===== config.mk =====
export PLATFORM = sky130hd
export DESIGN_NAME = qadd_rr_sched
export DESIGN_NICKNAME = d
export VERILOG_FILES = /design/src/rtl/qadd_pkg.sv /design/src/rtl/qadd_sm_core.sv /design/src/rtl/qadd_rr_sched.sv
export SDC_FILE = /design/constraint.sdc
export NUM_CORES = 1
export LEC_CHECK = 0
export ABC_AREA = 1
export CORE_MARGIN = 3
export CORE_UTILIZATION = 50
export CTS_CLUSTER_DIAMETER = 200
export CTS_CLUSTER_SIZE = 14
export DETAILED_ROUTE_END_ITERATION = 7
export GPL_ROUTABILITY_DRIVEN = 0
export PLACE_DENSITY_LB_ADDON = 0.1
export SLEW_MARGIN = 15
export SYNTH_ARGS = -nofsm -noshare
export SYNTH_HDL_FRONTEND = slang
export SYNTH_SLANG_ARGS = --single-unit

===== constraint.sdc =====
create_clock -name clk -period 3.6 [get_ports clk]
set_clock_uncertainty 0.2 [all_clocks]
set_input_delay 0.72 -clock clk [delete_from_list [all_inputs] [get_ports clk]]
set_output_delay 0.72 -clock clk [all_outputs]
set_load 0.05 [all_outputs]

===== src/rtl/qadd_pkg.sv =====
// Shared constants and types for the round-robin scheduled sign-magnitude adder.
// Word layout: bit N-1 is the sign, bits N-2:0 are the magnitude (Q16.15 by default).
package qadd_pkg;
    localparam int N        = 32;
    localparam int Q        = 15;
    localparam int SIGN_BIT = N - 1;
    localparam logic [N-2:0] MAG_MAX = '1;

    typedef logic [N-1:0] sm_word_t;

    typedef enum logic [1:0] {
        IDLE,
        EXEC,
        RESP
    } state_t;
endpackage


===== src/rtl/qadd_sm_core.sv =====
// Combinational sign-magnitude adder; never produces -0 except on a wrapped negative overflow.
// Build option: define QADD_RR_SCHED_SAT_EN to saturate the magnitude on overflow instead of wrapping.
module qadd_sm_core
    import qadd_pkg::*;
(
    input  sm_word_t a,
    input  sm_word_t b,
    output sm_word_t sum,
    output logic     ovf
);
    logic         sa;
    logic         sb;
    logic [N-2:0] ma;
    logic [N-2:0] mb;
    logic [N-1:0] mag_sum;
    logic [N-2:0] mag;
    logic         sign;

    assign sa = a[SIGN_BIT];
    assign sb = b[SIGN_BIT];
    assign ma = a[N-2:0];
    assign mb = b[N-2:0];

    always_comb begin
        mag_sum = {1'b0, ma} + {1'b0, mb};
        ovf     = 1'b0;
        sign    = sa;
        mag     = ma;
        if (sa == sb) begin
            sign = sa;
            ovf  = mag_sum[N-1];
`ifdef QADD_RR_SCHED_SAT_EN
            mag  = mag_sum[N-1] ? MAG_MAX : mag_sum[N-2:0];
`else
            mag  = mag_sum[N-2:0];
`endif
        end else if (ma > mb) begin
            sign = sa;
            mag  = ma - mb;
        end else begin
            sign = sb;
            mag  = mb - ma;
        end
        // A zero magnitude without overflow is always reported as +0.
        if (mag == '0 && !ovf) begin
            sign = 1'b0;
        end
        sum = {sign, mag};
    end
endmodule


===== src/rtl/qadd_rr_sched.sv =====
// Round-robin scheduler sharing one sign-magnitude adder among NREQ requesters,
// with a registered, tagged response channel that honours backpressure.
module qadd_rr_sched
    import qadd_pkg::*;
#(
    parameter int NREQ = 4,
    parameter int IDW  = 2
) (
    input  logic              clk,
    input  logic              rst,
    input  logic [NREQ-1:0]   req_valid,
    input  logic [NREQ*N-1:0] req_a,
    input  logic [NREQ*N-1:0] req_b,
    output logic [NREQ-1:0]   req_ready,
    output logic              rsp_valid,
    input  logic              rsp_ready,
    output logic [IDW-1:0]    rsp_id,
    output sm_word_t          rsp_data,
    output logic              rsp_ovf
);
    state_t         state;
    state_t         state_next;
    logic [IDW-1:0] last;
    logic [IDW-1:0] grant;
    logic           grant_found;
    sm_word_t       sel_a;
    sm_word_t       sel_b;
    sm_word_t       a_reg;
    sm_word_t       b_reg;
    logic [IDW-1:0] id_reg;
    sm_word_t       sum;
    logic           sum_ovf;

    // Search starts one past the last granted requester and wraps modulo NREQ.
    always_comb begin
        int             idx;
        logic [IDW-1:0] idx_sel;
        idx         = 0;
        idx_sel     = '0;
        grant       = '0;
        grant_found = 1'b0;
        for (int k = 1; k <= NREQ; k++) begin
            idx     = (int'(last) + k) % NREQ;
            idx_sel = IDW'(idx);
            if (!grant_found && req_valid[idx_sel]) begin
                grant       = idx_sel;
                grant_found = 1'b1;
            end
        end
    end

    always_comb begin
        sel_a = '0;
        sel_b = '0;
        for (int i = 0; i < NREQ; i++) begin
            if (grant == IDW'(i)) begin
                sel_a = req_a[i*N +: N];
                sel_b = req_b[i*N +: N];
            end
        end
    end

    always_comb begin
        state_next = state;
        req_ready  = '0;
        unique case (state)
            IDLE: begin
                if (grant_found) begin
                    req_ready[grant] = 1'b1;
                    state_next       = EXEC;
                end
            end
            EXEC:    state_next = RESP;
            RESP:    if (rsp_ready) state_next = IDLE;
            default: state_next = IDLE;
        endcase
    end

    always_ff @(posedge clk) begin
        if (rst) begin
            state     <= IDLE;
            last      <= IDW'(NREQ - 1);
            a_reg     <= '0;
            b_reg     <= '0;
            id_reg    <= '0;
            rsp_valid <= 1'b0;
            rsp_id    <= '0;
            rsp_data  <= '0;
            rsp_ovf   <= 1'b0;
        end else begin
            state <= state_next;
            case (state)
                IDLE: begin
                    if (grant_found) begin
                        a_reg  <= sel_a;
                        b_reg  <= sel_b;
                        id_reg <= grant;
                        last   <= grant;
                    end
                end
                EXEC: begin
                    rsp_data  <= sum;
                    rsp_ovf   <= sum_ovf;
                    rsp_id    <= id_reg;
                    rsp_valid <= 1'b1;
                end
                RESP: begin
                    if (rsp_ready) begin
                        rsp_valid <= 1'b0;
                    end
                end
                default: ;
            endcase
        end
    end

    qadd_sm_core u_core (
        .a   (a_reg),
        .b   (b_reg),
        .sum (sum),
        .ovf (sum_ovf)
    );
endmodule


==> results.tsv, run 1 <==
stage	metric	value	unit
outcome	status	completed	
worst_setup_path	R2R Path End	rsp_data[31]	
die	die width	167	um
synthesis	register bit total from synthesis	106	
clock_tree	hold buffers post-CTS	0	
clock_tree	TritonCTS Sinks	106	
global_routing	initial antenna violation count	1	
clock_tree	H-tree depth	3	
hold_path	Hold Path Sink	id_reg[1]	
routing	top layer in use	met4	
global_routing	first-pass GRT wire length	84.9	mm
clock_tree	CTS clk-pin slew, worst paths	0.08	ns
timing	RSZ-0062 raised after global routing	true	
synthesis	number of synthesized flops with an enable pin	0	
hold_path	min-delay src	id_reg[1]	
clock_tree	CTS Buf Count	9	
routing	drt first pass iters	6	
synthesis	Netlist cell types	46	
run	max_cap viols	0	
clock_tree	CTS tree	yes	
timing	fin. max-slew vios	0	
worst_setup_path	reg2reg start	a_reg[9]	
die	core area	0.0253	mm^2
worst_setup_path	Startpoint Class	input port	
worst_setup_path	crit end category	primary output	
synthesis	post-synthesis sequential area ratio	16.3	%
cells_and_area	Area Overhead vs Synth	38.2	%
routing	vias per cell	5.56	
worst_setup_path	WP data required	2.68	ns
routing	via count	17300	
die	die area	0.0279	mm^2
routing	met2 wire len	24.4	mm
synthesis	Post-Syn Area	0.0130	mm^2
hold_path	worst hold path depth	2	
worst_setup_path	R2R Setup Slk	0.08	ns
global_routing	vias in the first global route	16300	
timing	Final min period	3.59	ns
worst_setup_path	critical path type	input port to primary output	
synthesis	Syn Nets	2733	
die	I/O pins	303	
place	# port buffers	302	
synthesis	yosys warns	0	
global_routing	Total Routing Usage GR	37.9	%
cells_and_area	highest-count cells in the layout ignoring fill and taps	nand2_1 (843), inv_1 (357), clkdlybuf4s50_1 (295)	
global_routing	Congestion Overflow GR	0	
routing	DRC viols	0	
routing	ANT nets after route	0	
die	row cnt	58	
cells_and_area	most common cell after layout, fill and taps aside	nand2_1	
timing	post-route setup TNS	0	ns
hold_path	Hold Crit Class	flip-flop to flip-flop	
synthesis	Post-Syn Instances	2367	
timing	# setup viols final	0	
global_routing	pin count of the biggest net entering global routing	118	
worst_setup_path	Critical Path Fanout Max	3	
timing	Slew @ Worst Pin	0.686	ns
routing	met3 WL	5.61	mm
clock_tree	Clock Tree Root	clkbuf_16	
synthesis	top_reg_cell synth	dfxtp_1	
routing	1st-iter DRT viols	2239	
die	Die H	167	um
synthesis	Avg Cell Area, Syn	5.49	um^2
routing	Detailed Route WL	55.4	mm
cells_and_area	fillers	2301	
clock_tree	clock tree buffer depth	2	
worst_setup_path	Worst Reg-to-Reg Cells	22	
timing	Final period util	99.8	%
clock_tree	worst skew pair latency	0.36	ns
timing	Hold Violations, Final	0	
timing	fmax	278	MHz
cells_and_area	layout net count	3143	
timing	max_slew headroom	54.3	%
synthesis	FFs w/ async S/R, synth	0	%
routing	met1 WL	21.4	mm
cells_and_area	layout cells sized above 1	10.5	%
place	HPWL Detailed	45.7	mm
worst_setup_path	WP data arrival	2.67	ns
routing	wire per inst	17.8	um
die	Starting Density	51.3	%
final cells by class:
type	instances	area (um^2)	share of cell area, %
diodes	1	2.50	0.0139
clock buffers	10	239	1.33
clock inverters	6	71.3	0.397
inverters	369	1390	7.73
multi-input cells	1789	9040	50.4
flip-flops and latches	106	2130	11.8
well taps	330	413	2.30
repair buffers	502	4660	26.0
cells by family (layout without fill, tap and decap cells):
group | Yosys count | after routing | synth area share [%]
AOI/OAI and AO/OA | 358 | 358 | 15.2
buffers and inverters | 472 | 887 | 15.0
DFF | 106 | 106 | 16.3
and+or+nand+nor | 1304 | 1304 | 41.6
other | 0 | 1 | 0
xor gates and xnor gates | 24 | 24 | 1.73
adders and majority gates | 103 | 103 | 10.1
stage by stage:
stage	hold slack (ns)	util, %	setup slack [ns]	cell area (um^2)	std cells
floorplan	0.242	-	0.103	13000	2367
global placement	0.250	69.1	0.0582	17500	3095
detailed placement	0.258	69.1	-0.00906	17500	3095
CTS	0.269	70.3	0.00161	17800	3111
global route	0.313	70.8	-0.0514	17900	3113
finish	0.270	70.8	0.00804	17900	3113
synthesized netlist by cell type (all sizes together) (2+ instances only):
cell,number,area [um^2]
a31oi,53,332
buf,69,435
a21boi,2,15.0
and2,2,12.5
o21ai,106,534
xor2,22,200
clkbuf,34,128
fa,3,60.1
nand2,860,3270
clkinv,2,8.75
o21bai,6,45.0
a21o,6,45.0
a21oi,156,785
nand3,216,1090
o221ai,2,17.5
o211ai,24,180
xnor2,2,25.0
nor3,6,41.3
inv,367,1380
nor2,171,667
nand4,42,263
ha,100,1250
dfxtp,106,2120
or2,4,25.0
how the worst max path moves through the flow:
stage | from | end | slack (ns)
floorplan | req_valid[3] | req_ready[2] | 0.10
global placement | req_valid[2] | req_ready[2] | 0.06
CTS | req_valid[3] | req_ready[0] | 0.002
global route | req_valid[0] | req_ready[2] | -0.05
finish | req_valid[0] | req_ready[2] | 0.008
detailed placement | req_valid[2] | req_ready[2] | -0.009
metal layers:
metal,global-route usage (%),vias to the layer above
met5,0,-
met4,22.6,0
met3,6.73,216
met2,61.3,1044
met1,47.2,7735
li1,-,8299
worst max-delay path, stage by stage:
cell	delay, ns
clkdlybuf4s50_1	0.40
inv_1	0.10
o21ai_2	0.09
o21ai_2	0.23
nand2_2	0.14
nor2_4	0.17
nor2_4	0.05
xnor2_2	0.24
inv_2	0.08
nand2_4	0.10
inv_2	0.06
nor2_4	0.14
buf_12	0.15
timing repair:
item	in CTS	in global routing
gates resized for setup	1	45
endpoints found under the setup margin	1	6
pin swaps	0	9
buffers inserted	0	1
Power of run 1 is left out: the tool's default activity adds up to more than one toggle a clock period on the data nets, which glitch-free logic cannot reach.
==> run 2: changes to the inputs <==
- CORE_MARGIN: 3 -> 4
==> results.tsv, run 2 (same netlist as run 1, synthesis figures left out) <==
stage	metric	value	unit	change
cells_and_area	highest-count cells in the layout ignoring fill and taps	nand2_1 (848), inv_1 (357), clkdlybuf4s50_1 (298)		
routing	drt first pass iters	8		+2
worst_setup_path	slowest CP cell	clkdlybuf4s50_1		
die	core area	0.0254	mm^2	+0.29%
global_routing	initial antenna violation count	4		+3
worst_setup_path	Critical Path Fanout Max	4		+1
die	die area	0.0286	mm^2	+2.4%
global_routing	Total Routing Usage GR	36.6	%	-1.3 points
cells_and_area	Post-Layout Cell Count	3105		-0.26%
cells_and_area	Design Area, Final	0.0178	mm^2	-0.90%
run	max_cap viols	0		unchanged
timing	# setup viols final	0		unchanged
routing	1st-iter DRT viols	1955		-13%
die	Die H	169	um	+1.2%
cells_and_area	fillers	2392		+4.0%
worst_setup_path	max incr delay on CP	0.48	ns	+0.08 ns
worst_setup_path	sequence of cells on the critical path	clkdlybuf4s50_1 > nor2_1 > a21oi_1 > nand2_1 > nand2_2 > inv_2 > nand2_2 > nor2_2 > nor2_2 > xnor2_2 > inv_2 > nand2_4 > inv_2 > nor2_2 > buf_12		
worst_setup_path	crit path launch	req_valid[1]		
routing	DRC viols	0		unchanged
worst_setup_path	critical path type	input port to primary output		
worst_setup_path	Buf/Inv on CP	5		unchanged
global_routing	pin count of the biggest net entering global routing	118		unchanged
worst_setup_path	crit end category	primary output		
clock_tree	TritonCTS Sinks	106		unchanged
die	die width	169	um	+1.2%
timing	max_slew headroom	62.0	%	+7.8 points
timing	fin. max-slew vios	0		unchanged
place	dpl cells	3084		-0.36%
cells_and_area	Area Overhead vs Synth	36.9	%	
routing	Detailed Route WL	54.7	mm	-1.2%
worst_setup_path	Startpoint Class	input port		
clock_tree	H-tree depth	3		unchanged
timing	Hold Violations, Final	0		unchanged
routing	via count	17100		-1.2%
timing	Final period util	98.7	%	-1.1 points
clock_tree	CTS Buf Count	9		unchanged
cells_and_area	sequential cell area	0.00212	mm^2	about the same
routing	vias per cell	5.50		-0.99%
timing	Final min period	3.55	ns	-0.0392 ns
global_routing	vias in the first global route	16000		-1.4%
worst_setup_path	CP top delay family	buffers and inverters		
die	row cnt	58		unchanged
worst_setup_path	WP data required	2.68	ns	about the same
worst_setup_path	WP data arrival	2.63	ns	-0.04 ns
cells_and_area	layout net count	3134		-0.29%
clock_tree	CTS tree	yes		
hold_path	min-delay src	id_reg[1]		
hold_path	Hold Crit Class	flip-flop to flip-flop		
die	I/O pins	303		unchanged
place	HPWL Detailed	45.2	mm	-0.99%
timing	fmax	281	MHz	+1.1%
timing	Slew @ Worst Pin	0.569	ns	-0.117 ns
global_routing	first-pass GRT wire length	83.7	mm	-1.4%
timing	Fin Hold WS	0.266	ns	-0.00481 ns
clock_tree	Clock Tree Root	clkbuf_16		
worst_setup_path	reg2reg start	a_reg[10]		
outcome	status	completed		
routing	wire per inst	17.6	um	-0.97%
cells_and_area	area of the multi-input gates	0.00898	mm^2	-0.66%
cells_and_area	layout cells sized above 1	9.78	%	-0.68 points
clock_tree	worst skew pair latency	0.36	ns	about the same
die	Starting Density	51.1	%	-0.15 points
global_routing	Congestion Overflow GR	0		unchanged
worst_setup_path	R2R Setup Slk	0.17	ns	+0.09 ns
clock_tree	clock tree buffer depth	2		unchanged
routing	ANT nets after route	0		unchanged
place	Area after DPL	0.0174	mm^2	-0.54%
place	# port buffers	302		unchanged
cells_and_area	most common cell after layout, fill and taps aside	nand2_1		
clock_tree	CTS clk-pin slew, worst paths	0.06	ns	-0.02 ns
## run 2: cell count changes in the layout (fill, tap and decap cells not counted), sizes merged
| cell | delta |
|---|---|
| inv | -1 |
| diode | +3 |
| buf | -9 |
| dlymetal6s2s | -3 |
| clkinv | -1 |
| clkdlybuf4s50 | +3 |
## run 2: layout make-up
cell class / count / area share [%]
timing repair buffer: 493 / 25.7
clock buffer: 10 / 1.34
clock inverter: 4 / 0.289
antenna: 4 / 0.0563
inverter: 369 / 7.80
multi-input combinational: 1789 / 50.5
tap: 330 / 2.32
sequential: 106 / 11.9
## run 2: worst paths after layout
check                 end  cells after the start
min             id_reg[1]                      2
max reg2reg  rsp_data[31]                     23
min reg2reg     id_reg[1]                      2
max          req_ready[2]                     15
## run 2: routing by layer
layer,vias to the layer above,track usage (%),part of all wire [%]
li1,8286,-,-
met5,-,0,0
met1,7590,45.1,38
met2,1015,59.6,45
met3,188,7.64,10
met4,0,20.6,6.6
## run 2: stage by stage
stage / utilization [%] / TNS, ns / setup slack [ns]
2_1_floorplan: - / 0 / 0.103
3_3_place_gp: 68.5 / 0 / 0.0322
3_5_place_dp: 68.5 / -0.0519 / -0.0287
4_1_cts: 69.7 / 0 / 0.0166
5_1_grt: 70.0 / -0.102 / -0.0462
6_report: 70.0 / 0 / 0.0473
## run 2: worst min-delay path: stages (launching register included)
cell	delay (ns)
dfxtp_1	0.31
nand2_1	0.06
a21oi_1	0.05
## run 2: timing repair
action | 4_1_cts | 5_1_grt
setup endpoints to repair | 1 | 6
pin swaps | 0 | 3
cloned | 0 | 0
hold buffers | 0 | 0
buffers inserted | 0 | 3
resized for setup | 1 | 24
Power of run 2 is left out for the same reason.
==> run 3: changes to the inputs <==
- CAP_MARGIN: default -> 20
==> results of run 3 <==
Same layout as run 2: the final DEF is identical, and so are final timing and power.
Power of run 3 is left out for the same reason.
